$ cat src/rtl/fifo_stream_reader_pkg.sv
// -----------------------------------------------------------------------------
// fifo_stream_reader_pkg
//   Shared types for the FIFO stream reader.
//   stage_state_e : occupancy state of the two-entry output stage. The numeric
//                   encoding equals the number of held entries, so it is
//                   driven straight out as occupancy_o.
// -----------------------------------------------------------------------------
package fifo_stream_reader_pkg;

    typedef enum logic [1:0] {
        EMPTY = 2'd0,
        HALF  = 2'd1,
        FULL  = 2'd2
    } stage_state_e;

endpackage

$ cat src/rtl/fifo_stream_reader_stage.sv
// -----------------------------------------------------------------------------
// fifo_stream_reader_stage
//   Two-entry output stage (main + skid register) with its state machine.
//   The main register is always the stream head; the skid register catches a
//   word popped in the same cycle the consumer stalled.
//
// Ports:
//   clk_i        clock
//   rst_i        synchronous active-high reset (state and data to 0)
//   flush_i      discard both entries (data registers keep their contents)
//   load_i       a word is popped from the FIFO this cycle
//   load_data_i  the popped word
//   accept_i     the current head is taken by the consumer this cycle
//   state_o      stage state, encoded as occupancy (0..2)
//   data_o       main register (stream head)
// -----------------------------------------------------------------------------
module fifo_stream_reader_stage
    import fifo_stream_reader_pkg::*;
#(
    parameter int DATA_WIDTH = 32
) (
    input  logic                  clk_i,
    input  logic                  rst_i,
    input  logic                  flush_i,
    input  logic                  load_i,
    input  logic [DATA_WIDTH-1:0] load_data_i,
    input  logic                  accept_i,
    output logic [1:0]            state_o,
    output logic [DATA_WIDTH-1:0] data_o
);

    stage_state_e          state_q, state_d;
    logic [DATA_WIDTH-1:0] main_q, main_d;
    logic [DATA_WIDTH-1:0] skid_q, skid_d;

    always_comb begin
        state_d = state_q;
        main_d  = main_q;
        skid_d  = skid_q;
        if (flush_i) begin
            state_d = EMPTY;
        end else begin
            case (state_q)
                EMPTY: begin
                    if (load_i) begin
                        state_d = HALF;
                        main_d  = load_data_i;
                    end
                end
                HALF: begin
                    if (load_i && accept_i) begin
                        main_d = load_data_i;
                    end else if (load_i) begin
                        state_d = FULL;
                        skid_d  = load_data_i;
                    end else if (accept_i) begin
                        state_d = EMPTY;
                    end
                end
                FULL: begin
                    // Pop is blocked while full, so only the skid moves up.
                    if (accept_i) begin
                        state_d = HALF;
                        main_d  = skid_q;
                    end
                end
                default: state_d = EMPTY;
            endcase
        end
    end

    always_ff @(posedge clk_i) begin
        if (rst_i) begin
            state_q <= EMPTY;
            main_q  <= '0;
            skid_q  <= '0;
        end else begin
            state_q <= state_d;
            main_q  <= main_d;
            skid_q  <= skid_d;
        end
    end

    assign state_o = state_q;
    assign data_o  = main_q;

endmodule

$ cat src/rtl/fifo_stream_reader.sv
// -----------------------------------------------------------------------------
// fifo_stream_reader
//   Drains a FIFO pop interface into a registered valid/ready stream through a
//   two-entry output stage. The pop strobe depends only on the FIFO empty flag,
//   the stage state, flush and reset -- never on ready_i.
//
// Optional build macro: FIFO_STREAM_READER_STATS_EN
//   defined   : beat_cnt_o counts accepted beats (wraps, cleared by rst_i only)
//   undefined : no counter; beat_cnt_o is tied to 0
//
// Ports:
//   clk_i, rst_i   clock, synchronous active-high reset
//   flush_i        discard stage contents, suppress pop this cycle
//   fifo_empty_i   FIFO empty flag
//   fifo_data_i    FIFO head data
//   fifo_pop_o     pop strobe to the FIFO
//   valid_o/ready_i/data_o  output stream
//   occupancy_o    entries held in the stage (0..2)
//   beat_cnt_o     accepted output beats
// -----------------------------------------------------------------------------
module fifo_stream_reader
    import fifo_stream_reader_pkg::*;
#(
    parameter int DATA_WIDTH = 32,
    parameter int CNT_WIDTH  = 16
) (
    input  logic                  clk_i,
    input  logic                  rst_i,
    input  logic                  flush_i,
    input  logic                  fifo_empty_i,
    input  logic [DATA_WIDTH-1:0] fifo_data_i,
    output logic                  fifo_pop_o,
    output logic                  valid_o,
    input  logic                  ready_i,
    output logic [DATA_WIDTH-1:0] data_o,
    output logic [1:0]            occupancy_o,
    output logic [CNT_WIDTH-1:0]  beat_cnt_o
);

    logic [1:0] state;
    logic       accept;

    assign valid_o     = (state != EMPTY);
    assign accept      = valid_o & ready_i;
    assign occupancy_o = state;
    assign fifo_pop_o  = !fifo_empty_i && (state != FULL) && !flush_i && !rst_i;

    fifo_stream_reader_stage #(
        .DATA_WIDTH (DATA_WIDTH)
    ) u_stage (
        .clk_i       (clk_i),
        .rst_i       (rst_i),
        .flush_i     (flush_i),
        .load_i      (fifo_pop_o),
        .load_data_i (fifo_data_i),
        .accept_i    (accept),
        .state_o     (state),
        .data_o      (data_o)
    );

`ifdef FIFO_STREAM_READER_STATS_EN
    logic [CNT_WIDTH-1:0] beat_cnt_q, beat_cnt_d;

    // Accepts in a flush cycle still count; flush does not clear the counter.
    always_comb begin
        beat_cnt_d = beat_cnt_q;
        if (accept) begin
            beat_cnt_d = beat_cnt_q + CNT_WIDTH'(1);
        end
    end

    always_ff @(posedge clk_i) begin
        if (rst_i) begin
            beat_cnt_q <= '0;
        end else begin
            beat_cnt_q <= beat_cnt_d;
        end
    end

    assign beat_cnt_o = beat_cnt_q;
`else
    assign beat_cnt_o = '0;
`endif

endmodule

$ cat config.mk
export PLATFORM = sky130hd
export DESIGN_NAME = fifo_stream_reader
export DESIGN_NICKNAME = d
export VERILOG_FILES = /design/src/rtl/fifo_stream_reader_pkg.sv /design/src/rtl/fifo_stream_reader_stage.sv /design/src/rtl/fifo_stream_reader.sv
export SDC_FILE = /design/constraint.sdc
export NUM_CORES = 1
export LEC_CHECK = 0
export ABC_AREA = 1
export BUFFER_PORTS_ARGS = -buffer_cell sky130_fd_sc_hd__buf_4
export CORE_ASPECT_RATIO = 1.75
export CORE_MARGIN = 1
export CORE_UTILIZATION = 56
export CTS_CLUSTER_SIZE = 20
export DETAILED_ROUTE_END_ITERATION = 10
export PLACE_DENSITY = 0.95
export SLEW_MARGIN = 0
export SYNTH_ARGS = -nofsm -noshare
export SYNTH_HDL_FRONTEND = slang
export SYNTH_HIERARCHICAL = 1
export SYNTH_SLANG_ARGS = --single-unit
$ cat constraint.sdc
create_clock -name clk_i -period 4.5 [get_ports clk_i]
set_clock_uncertainty 0.15 [all_clocks]
set_input_delay 0.45 -clock clk_i [delete_from_list [all_inputs] [get_ports clk_i]]
set_output_delay 0.45 -clock clk_i [all_outputs]
set_load 0.01 [all_outputs]
==> qor.csv, run 1 <==
stage;metric;value;unit
run_status;status;finished clean;
clock_network;ctsHoldBuffers;0;
global_routing;grt_antenna_before_repair;0;
drt;drtAntennaViolNets;0;
global_routing;grt_pass1_vias;2610;
global_routing;grt_util_met2;41.6;%
synth;async_flop_share;0;%
drt;first_pass_iters;5;
clock_network;ctsResizeCount;0;
place;place.gp.congestion;0.767;
global_routing;use_met3;5.65;%
clock_network;cts_buffer_depth;2;
clock_network;cts_tree;yes;
place;post_dp_cell_area;3510;sq um
drt;drt_iter0_markers;154;
synth;seq_area_frac_synth;42.1;%
critical_path;startpoint_type;register;
critical_path;crit_chain;nor2_1 > nor2_1 > nand3_1 > nand2_2 > nand3_4 > nor2_1 > nor2_1;
critical_path;required;4.57;ns
synth;synth.top_cell.area_share;42.1;%
power_and_ir_drop;comb_power_share;10.6;%
synth;syn_inst;455;
power_and_ir_drop;power_switching;0.000289;W
layout;finalInstanceArea;3730;sq um
drt;wl;6510;um
floorplanning;io_pins;89;
synth;yosys_warnings;6;
layout;drive_gt1_share;18.9;%
critical_path;cp_slowest_cell;dfxtp_1;
sta;fin_setup_tns;0;ns
layout;fillCellCount;461;
synth;synth_edf_count;0;
sta;slew_headroom;32.0;%
clock_network;clk_latency;0.32;ns
floorplanning;core_area;5340;sq um
floorplanning;die_h;101;um
critical_path;crit_path_start;u_stage/state_o[0];
global_routing;grt-ovfl-total;0;
critical_path;critPathMaxFanout;64;
power_and_ir_drop;ir_worst_vdd;0.342;mV
synth;yosysMostFrequentCell;nand2_1;
critical_path;r2r_start;u_stage/state_o[0];
drt;drc;0;
global_routing;grt_use_total;23.3;%
place;place_hpwl;4160;um
layout;fin_nets;551;
flow_run;cap_violations;0;
clock_network;path_clk_slew;0.07;ns
power_and_ir_drop;pwr-share-seq;48.0;%
sta;worst_pin_slew;1.02;ns
floorplanning;std_cell_rows;35;
critical_path;critical_path.top_delay_family;simple AND/OR/NAND/NOR gates;
synth;ys_types;27;
place;port_buffers;72;
clock_network;clock_sink_count;66;
drt;vias_per_cell;4.82;
power_and_ir_drop;p_per_area;339;nW/um^2
clock_network;cts-htree-levels;3;
critical_path;rrSetupSlack;2.11;ns
global_routing;grt_busiest_layer;met2;
critical_path;crit_path_frequent_cell;nor2_1;
critical_path;slowest_delay;0.51;ns
layout;antennaDiodeCount;0;
clock_network;cts-root-buf;clkbuf_8;
global_routing;use_met1;24.9;%
worst_hold_path;hold_class;primary input to register;
sta;max_freq;418;MHz
power_and_ir_drop;power_leakage;1.87;nW
sta;rsz0062_at_grt;false;
clock_network;numCtsBuffers;9;
critical_path;r2r-end;u_stage/data_o[26];
power_and_ir_drop;clock_power_share;41.4;%
sta;setup_violations;0;
synth;synth_top_cell_by_area;dfxtp_1;
floorplanning;fp.dieW;58.6;um
critical_path;crit_path_end;u_stage/data_o[26];
global_routing;grt_pass1_wl;10700;um
sta;slew_violations;0;
global_routing;grt_max_degree;66;
synth;avgSynthCellArea;6.90;sq um
critical_path;cp.arrival;2.46;ns
synth;yosys-top-cells-count;99 x nand2_1, 68 x inv_1, 66 x dfxtp_1, 66 x nor2_1, 56 x o21ai_0;
critical_path;critPathBufInv;0;
synth;synth_area;3140;sq um
critical_path;end_kind;register;
clock_network;post_cts_buffers;0;
sta;period_needed;2.39;ns
floorplanning;dieArea;5920;sq um
drt;vias;2860;
sta;hold_violations;0;
critical_path;r2r_cells;7;
power_and_ir_drop;p_int;0.000977;W
critical_path;cp.depth;7;
synth;ys_seq_elements;66;
layout;utilization;69.8;%
critical_path;crit_type;register to register;
sta;fin_crit_sh;53.2;%
floorplanning;initial_utilization;58.8;%
synth;synth_ff_type;dfxtp_1;
layout;syn_to_final_growth;18.8;%
drt;wl_per_cell;11.0;um
synth;synth_top_cells_by_area;dfxtp_1 42%, nand2_1 12%, o21ai_0 8.9%;
power_and_ir_drop;switching_share;22.8;%
## how the worst min path moves through the flow
| stage | startpoint | end | slack (ns) | depth (start not counted) |
|---|---|---|---|---|
| 2_1_floorplan | u_stage/skid_q[12] | u_stage/skid_q[12] | 0.27 | 2 |
| 3_3_place_gp | u_stage/skid_q[18] | u_stage/skid_q[18] | 0.28 | 2 |
| 3_5_place_dp | u_stage/skid_q[9] | u_stage/skid_q[9] | 0.29 | 2 |
| 4_1_cts | rst_i | u_stage/state_o[1] | 0.24 | 4 |
| 5_1_grt | rst_i | u_stage/state_o[1] | 0.26 | 4 |
| 6_report | rst_i | u_stage/state_o[1] | 0.27 | 4 |
## worst reg2reg max path, delay by kind of cell, from the launching register on
kind             cells  cell delay [ns]
and+or+nand+nor      7             1.62
DFF                  1             0.51
## power groups by stage
| stage | sequential (W) | clock [W] | combinational, W |
|---|---|---|---|
| after global placement | 0.000620 | 0 | 0.000128 |
| after floorplan | 0.000626 | 0 | 0.0000820 |
| after global routing | 0.000608 | 0.000558 | 0.000151 |
| final | 0.000607 | 0.000524 | 0.000134 |
| after CTS | 0.000608 | 0.000533 | 0.000134 |
| after detailed placement | 0.000621 | 0 | 0.000133 |
## layer usage
layer	wire length (um)	share of wire, %
met1	2570	40
met2	3510	54
met3	301	4.6
met4	123	1.9
met5	0	0
## placed cells by master, fill, tap and decap left out, types with 2 or more instances in the layout
| cell type | Yosys | routed |
|---|---|---|
| a21oi_1 | 32 | 32 |
| o21ai_1 | 8 | 8 |
| nor2_2 | 3 | 3 |
| nand3_1 | 2 | 2 |
| clkbuf_8 | 3 | 13 |
| inv_2 | 2 | 2 |
| clkbuf_1 | 6 | 2 |
| nand2_1 | 99 | 99 |
| nand2_2 | 2 | 2 |
| inv_1 | 68 | 68 |
| buf_4 | 18 | 74 |
| nor2_1 | 66 | 66 |
| o21ai_0 | 56 | 56 |
| dfxtp_1 | 66 | 66 |
| conb_1 | 1 | 16 |
## registers in the layout (all words and copies together), names as in the netlist
| register | cells |
|---|---|
| u_stage/data_o | 32 |
| u_stage/skid_q | 32 |
| u_stage/state_o | 2 |
## cell families (layout without fill, tap and decap cells)
kind of cell / count (synthesis) / after routing / synth area share (%)
simple gates: 177 / 177 / 22.7
compound gates: 99 / 99 / 16.1
other cells: 1 / 16 / 0.119
flops: 66 / 66 / 42.1
buf+inv: 112 / 161 / 19.0
## area by class of cell
type / count / area (sq um) / area share (%)
Clock buffer: 15 / 186 / 5.00
Clock inverter: 1 / 30.0 / 0.805
Inverter: 71 / 267 / 7.15
Multi-Input combinational cell: 292 / 1280 / 34.3
Sequential cell: 66 / 1320 / 35.4
Tap cell: 74 / 92.6 / 2.48
Timing Repair Buffer: 74 / 556 / 14.9
## metrics by stage
step	total power [W]	std cells	setup slack, ns	hold slack [ns]
after floorplan	0.000708	470	2.60	0.275
after global placement	0.000748	577	2.16	0.284
after detailed placement	0.000754	577	2.05	0.291
after CTS	0.00127	593	2.13	0.237
after global routing	0.00132	593	1.88	0.258
final	0.00127	593	2.11	0.266
Power figures use the tool's default switching activity.
==> inputs of run 2 (changes only) <==
--- a/config.mk
+++ b/config.mk
@@ -5,14 +5,14 @@
 export SDC_FILE = /design/constraint.sdc
 export NUM_CORES = 1
 export LEC_CHECK = 0
-export ABC_AREA = 1
+export ABC_AREA = 0
 export BUFFER_PORTS_ARGS = -buffer_cell sky130_fd_sc_hd__buf_4
 export CORE_ASPECT_RATIO = 1.75
 export CORE_MARGIN = 1
-export CORE_UTILIZATION = 56
+export CORE_UTILIZATION = 46
 export CTS_CLUSTER_SIZE = 20
 export DETAILED_ROUTE_END_ITERATION = 10
-export PLACE_DENSITY = 0.95
+export PLACE_DENSITY = 0.85
 export SLEW_MARGIN = 0
 export SYNTH_ARGS = -nofsm -noshare
 export SYNTH_HDL_FRONTEND = slang
==> constraint.sdc (replaced) <==
create_clock -name clk_i -period 2.2 [get_ports clk_i]
set_clock_uncertainty 0.15 [all_clocks]
set_input_delay 0.22 -clock clk_i [delete_from_list [all_inputs] [get_ports clk_i]]
set_output_delay 0.22 -clock clk_i [all_outputs]
set_load 0.01 [all_outputs]
==> run 2 against run 1 <==
Compared with the run above: total power increased by 96%; maximum frequency increased by 13%; final cell count decreased by 9.1%; clock-buffer cell count decreased by 1; flip-flop and latch count unchanged; final area increased by 9.5%; first-iteration DRC count decreased by 28%; area after synthesis decreased by 5.1%.
==> qor.csv, run 2 <==
stage;metric;value;unit
critical_path;cp.arrival;2.23;ns
drt;vias;2800;
synth;yosys-top-cells-count;66 x dfxtp_1, 66 x nand2_1, 65 x a21oi_1;
place;placedCellCount;491;
flow_run;cap_violations;0;
layout;layout.cells.non_filler;539;
worst_hold_path;hold_class;primary input to register;
floorplanning;fp.dieW;62.8;um
drt;drt_iter0_markers;111;
critical_path;critPathMaxFanout;48;
synth;synth_edf_count;0;
synth;ys_seq_elements;66;
sta;hold_violations;0;
sta;setup_slack;0.0850;ns
global_routing;grt_max_degree;69;
layout;utilization;65.5;%
sta;setup_violations;0;
place;dp_slack;0.0501;ns
synth;seq_area_frac_synth;44.4;%
clock_network;cts-htree-levels;3;
critical_path;crit_type;register to register;
synth;avgSynthCellArea;8.34;sq um
floorplanning;die_h;108;um
clock_network;clk_latency;0.34;ns
layout;antennaDiodeCount;0;
power_and_ir_drop;power_leakage;1.78;nW
floorplanning;initial_utilization;47.8;%
place;port_buffers;72;
critical_path;rrSetupSlack;0.08;ns
synth;synth_top_cell_by_area;dfxtp_1;
sta;max_freq;473;MHz
layout;fin_nets;491;
drt;vias_per_cell;5.19;
place;place_hpwl;4770;um
floorplanning;dieArea;6820;sq um
synth;ys_types;25;
place;place.gp.congestion;0.840;
clock_network;cts_tree;yes;
critical_path;startpoint_type;register;
sta;hold_slack;0.0189;ns
clock_network;cts_buffer_depth;2;
clock_network;numCtsBuffers;9;
global_routing;grt_pass1_vias;2662;
sta;period_needed;2.12;ns
drt;first_pass_iters;4;
layout;mostFrequentLayoutCell;buf_4;
synth;syn_inst;357;
critical_path;end_kind;register;
layout;fillCellCount;527;
clock_network;clock_sink_count;66;
power_and_ir_drop;power;0.00248;W
worst_hold_path;hold_start;fifo_data_i[21];
clock_network;cts-root-buf;clkbuf_8;
power_and_ir_drop;p_per_area;608;nW/um^2
synth;async_flop_share;0;%
floorplanning;io_pins;89;
sta;slew_violations;0;
drt;wl_per_cell;13.5;um
power_and_ir_drop;ir_worst_vdd;0.372;mV
sta;worst_pin_slew;0.680;ns
global_routing;grt_antenna_before_repair;0;
sta;fin_crit_sh;96.1;%
sta;slew_headroom;54.6;%
synth;yosys_warnings;6;
layout;layout_common_cells;87 x buf_4, 66 x nand2_1, 65 x dfxtp_1;
drt;drtAntennaViolNets;0;
critical_path;crit_path_start;u_stage/state_o[0];
synth;synth_area;2980;sq um
synth;synth_ff_type;dfxtp_1;
run_status;status;finished clean;
synth;synth.top_cell.area_share;44.4;%
global_routing;grt-ovfl-total;0;
critical_path;r2r_start;u_stage/state_o[0];
critical_path;required;2.31;ns
floorplanning;core_area;6230;sq um
layout;syn_to_final_growth;37.0;%
drt;drc;0;
global_routing;grt_use_total;22.0;%
global_routing;grt_pass1_wl;11600;um
synth;synth_top_cells_by_area;dfxtp_1 44%, a21oi_1 11%, mux2i_1 11%;
drt;wl;7250;um
layout;drive_gt1_share;24.6;%
floorplanning;std_cell_rows;38;
clock_network;path_clk_slew;0.07;ns
-- run 2: changes by cell type after synthesis, moves of 18 or more --
cell / before / now
nand2_1: 99 / 66
clkbuf_1: 6 / 24
a21oi_1: 32 / 65
nor2_1: 66 / 0
inv_1: 68 / 1
or3_1: 0 / 33
o21ai_0: 56 / 26
mux2i_1: 0 / 32
-- run 2: path summary, 6_finish.rpt --
check	to	depth (start not counted)
worst max-delay path	u_stage/data_o[23]	7
worst max register to register	u_stage/data_o[23]	7
worst min register to register	u_stage/skid_q[22]	2
worst min-delay path	u_stage/skid_q[21]	3
-- run 2: logic make-up after synthesis --
family	count (synthesis)	synth area share [%]
mux	32	10.8
flops	66	44.4
compound gates	102	18.2
buf+inv	48	9.07
simple gates	108	17.5
other cells	1	0.126
-- run 2: area by class of cell --
| cell class | count | area, sq um | share of cell area, % |
|---|---|---|---|
| multi-input cells | 258 | 1480 | 36.3 |
| clock buffers | 14 | 163 | 3.98 |
| flip-flops and latches | 66 | 1330 | 32.5 |
| clock inverters | 2 | 35.0 | 0.858 |
| repair buffers | 118 | 973 | 23.8 |
| well taps | 80 | 100 | 2.45 |
| inverters | 1 | 3.75 | 0.0919 |
-- run 2: worst max-delay path, stage by stage (launching register included) --
cell       delay [ns]
dfxtp_4          0.38
inv_1            0.07
a2111oi_4        0.40
and2b_2          0.25
a21oi_4          0.07
buf_12           0.17
or3_1            0.37
a21oi_1          0.16
-- run 2: timing repair --
item / 4_1_cts / 5_1_grt
hold endpoints to repair: 30 / 0
setup buffers: 0 / 2
setup endpoints to repair: 0 / 64
hold buffers: 30 / 0
resized for setup: 0 / 7
-- run 2: through the flow --
stage          setup TNS (ns)  area (sq um)
2_1_floorplan               0          3050
3_3_place_gp                0          3550
3_5_place_dp                0          3550
4_1_cts                     0          4050
5_1_grt                -0.106          4080
6_report                    0          4080
-- run 2: report_power, final --
part           switching (W)  internal (W)
logic               0.000123      0.000130
clock network       0.000428      0.000585
registers         0.00000822       0.00121
-- run 2: layer usage --
| layer | global-route usage (%) | vias up | wire [um] |
|---|---|---|---|
| li1 | - | 1389 | - |
| met2 | 39.8 | 105 | 3890 |
| met1 | 22.5 | 1283 | 2790 |
| met3 | 5.70 | 23 | 321 |
| met5 | 0 | - | 0 |
| met4 | 13.1 | 0 | 248 |
==> inputs of run 3 (changes only) <==
==> constraint.sdc (replaced) <==
create_clock -name clk_i -period 1.94 [get_ports clk_i]
set_clock_uncertainty 0.15 [all_clocks]
set_input_delay 0.194 -clock clk_i [delete_from_list [all_inputs] [get_ports clk_i]]
set_output_delay 0.194 -clock clk_i [all_outputs]
set_load 0.01 [all_outputs]
==> run 3 against run 2 <==
Compared with the run above: the flow now finishes with violations (setup timing); first-iteration DRC count rose by 56%; sequential share of layout area fell by 1.5 points; sequential power rose by 13%; worst hold slack improved by 0.11 ns; combinational power rose by 20%; routed wire length rose by 5.1%; die area did not move; critical endpoint is now u_stage/skid_q[31]; total power rose by 15%; critical path depth did not move.
==> qor.csv, run 3 (same netlist as run 2, synthesis figures left out) <==
stage;metric;value;unit
global_routing;grt_pass1_wl;12100;um
power_and_ir_drop;power_leakage;1.89;nW
layout;syn_to_final_growth;43.7;%
clock_network;numCtsBuffers;9;
global_routing;grt-ovfl-total;0;
layout;drive_gt1_share;26.4;%
run_status;violations;setup timing;
clock_network;clock_sink_count;66;
sta;hold_violations;0;
sta;rsz0062_at_grt;true;
drt;wl_per_cell;14.0;um
drt;drc;0;
critical_path;critPathMaxFanout;8;
clock_network;cts_tree;yes;
drt;first_pass_iters;4;
global_routing;grt_use_total;22.6;%
worst_hold_path;hold_class;primary input to register;
sta;fin_crit_sh;102;%
clock_network;clk_latency;0.34;ns
critical_path;end_kind;register;
critical_path;startpoint_type;register;
power_and_ir_drop;ir_worst_vdd;0.436;mV
sta;slew_violations;0;
clock_network;cts-htree-levels;3;
place;placedCellCount;492;
run_status;status;complete, but fails checks;
place;post_dp_cell_area;3620;sq um
critical_path;cp.arrival;2.02;ns
sta;max_freq;506;MHz
critical_path;required;1.99;ns
layout;fillCellCount;494;
drt;drtAntennaViolNets;0;
sta;hold_slack;0.131;ns
drt;vias;2824;
layout;multi_input_area;1490;sq um
power_and_ir_drop;p_per_area;668;nW/um^2
layout;layout_common_cells;85 x buf_4, 65 x nand2_1, 64 x dfxtp_1;
drt;drt_iter0_markers;173;
place;place_hpwl;4340;um
sta;worst_pin_slew;0.688;ns
flow_run;cap_violations;0;
floorplanning;initial_utilization;47.8;%
layout;finalInstanceArea;4280;sq um
sta;fin_setup_tns;-0.339;ns
sta;setup_slack;-0.0360;ns
floorplanning;io_pins;89;
floorplanning;core_area;6230;sq um
place;port_buffers;72;
place;dp_slack;-0.0455;ns
drt;wl;7620;um
place;place.gp.congestion;0.761;
critical_path;crit_type;register to register;
layout;mostFrequentLayoutCell;buf_4;
floorplanning;fp.dieW;62.8;um
floorplanning;die_h;108;um
floorplanning;dieArea;6820;sq um
global_routing;grt_pass1_vias;2608;
layout;fin_nets;499;
sta;setup_violations;24;
clock_network;path_clk_slew;0.07;ns
layout;antennaDiodeCount;0;
global_routing;grt_antenna_before_repair;0;
global_routing;grt_max_degree;67;
layout;layout.cells.non_filler;546;
floorplanning;std_cell_rows;38;
layout;final-seq-area;1330;sq um
sta;slew_headroom;54.1;%
drt;vias_per_cell;5.17;
clock_network;cts_buffer_depth;2;
clock_network;cts-root-buf;clkbuf_8;
sta;period_needed;1.98;ns
==> run 3: changes by cell type in the layout (fill, tap and decap cells not counted), sizes merged <==
cell and change:
buf +5, dlygate4sd3 +2
==> run 3: power by group <==
part	total (W)	switching, W	internal, W
logic	0.000303	0.000144	0.000159
registers	0.00138	0.00000866	0.00137
clock network	0.00118	0.000488	0.000690
==> run 3: path summary, 6_finish.rpt <==
kind / from / slack (ns) / cells after the start / to
max: u_stage/state_o[1] / -0.04 / 7 / u_stage/skid_q[31]
min reg2reg: u_stage/skid_q[12] / 0.31 / 2 / u_stage/skid_q[12]
min: ready_i / 0.13 / 4 / u_stage/state_o[1]
max reg2reg: u_stage/state_o[1] / -0.04 / 7 / u_stage/skid_q[31]
==> run 3: timing repair <==
item                                    CTS  global route
endpoints found under the setup margin   48            64
hold buffers                             32             0
gates cloned                              2             1
gates resized for setup                   4            12
hold endpoints to repair                 32             0
pin swaps                                 1             3
setup buffers                             3             1
==> run 3: area by class of cell <==
type	count	area share [%]
Multi-Input combinational cell	258	34.9
Sequential cell	66	31.0
Inverter	1	0.146
Clock inverter	2	0.818
Timing Repair Buffer	126	26.9
Tap cell	80	2.34
Clock buffer	13	3.95
==> run 3: critical path, stage by stage, from the launching register on <==
cell       delay [ns]
dfxtp_2          0.34
or2_4            0.25
and2_4           0.15
nand2b_4         0.15
or3_4            0.45
clkbuf_16        0.20
nand2_1          0.07
a21oi_1          0.06
==> run 3: metal layers <==
metal	global-route usage, %	up-vias	part of all wire [%]
li1	-	1406	-
met1	25.0	1309	39
met2	40.4	90	55
met3	4.43	19	3.7
met4	12.3	0	2.8
met5	0	-	0
==> run 3: metrics by stage <==
stage | total power, W | utilization, %
3_3_place_gp | 0.00164 | 58.1
3_5_place_dp | 0.00165 | 58.1
2_1_floorplan | 0.00155 | -
5_1_grt | 0.00298 | 68.7
4_1_cts | 0.00287 | 67.9
6_report | 0.00286 | 68.7
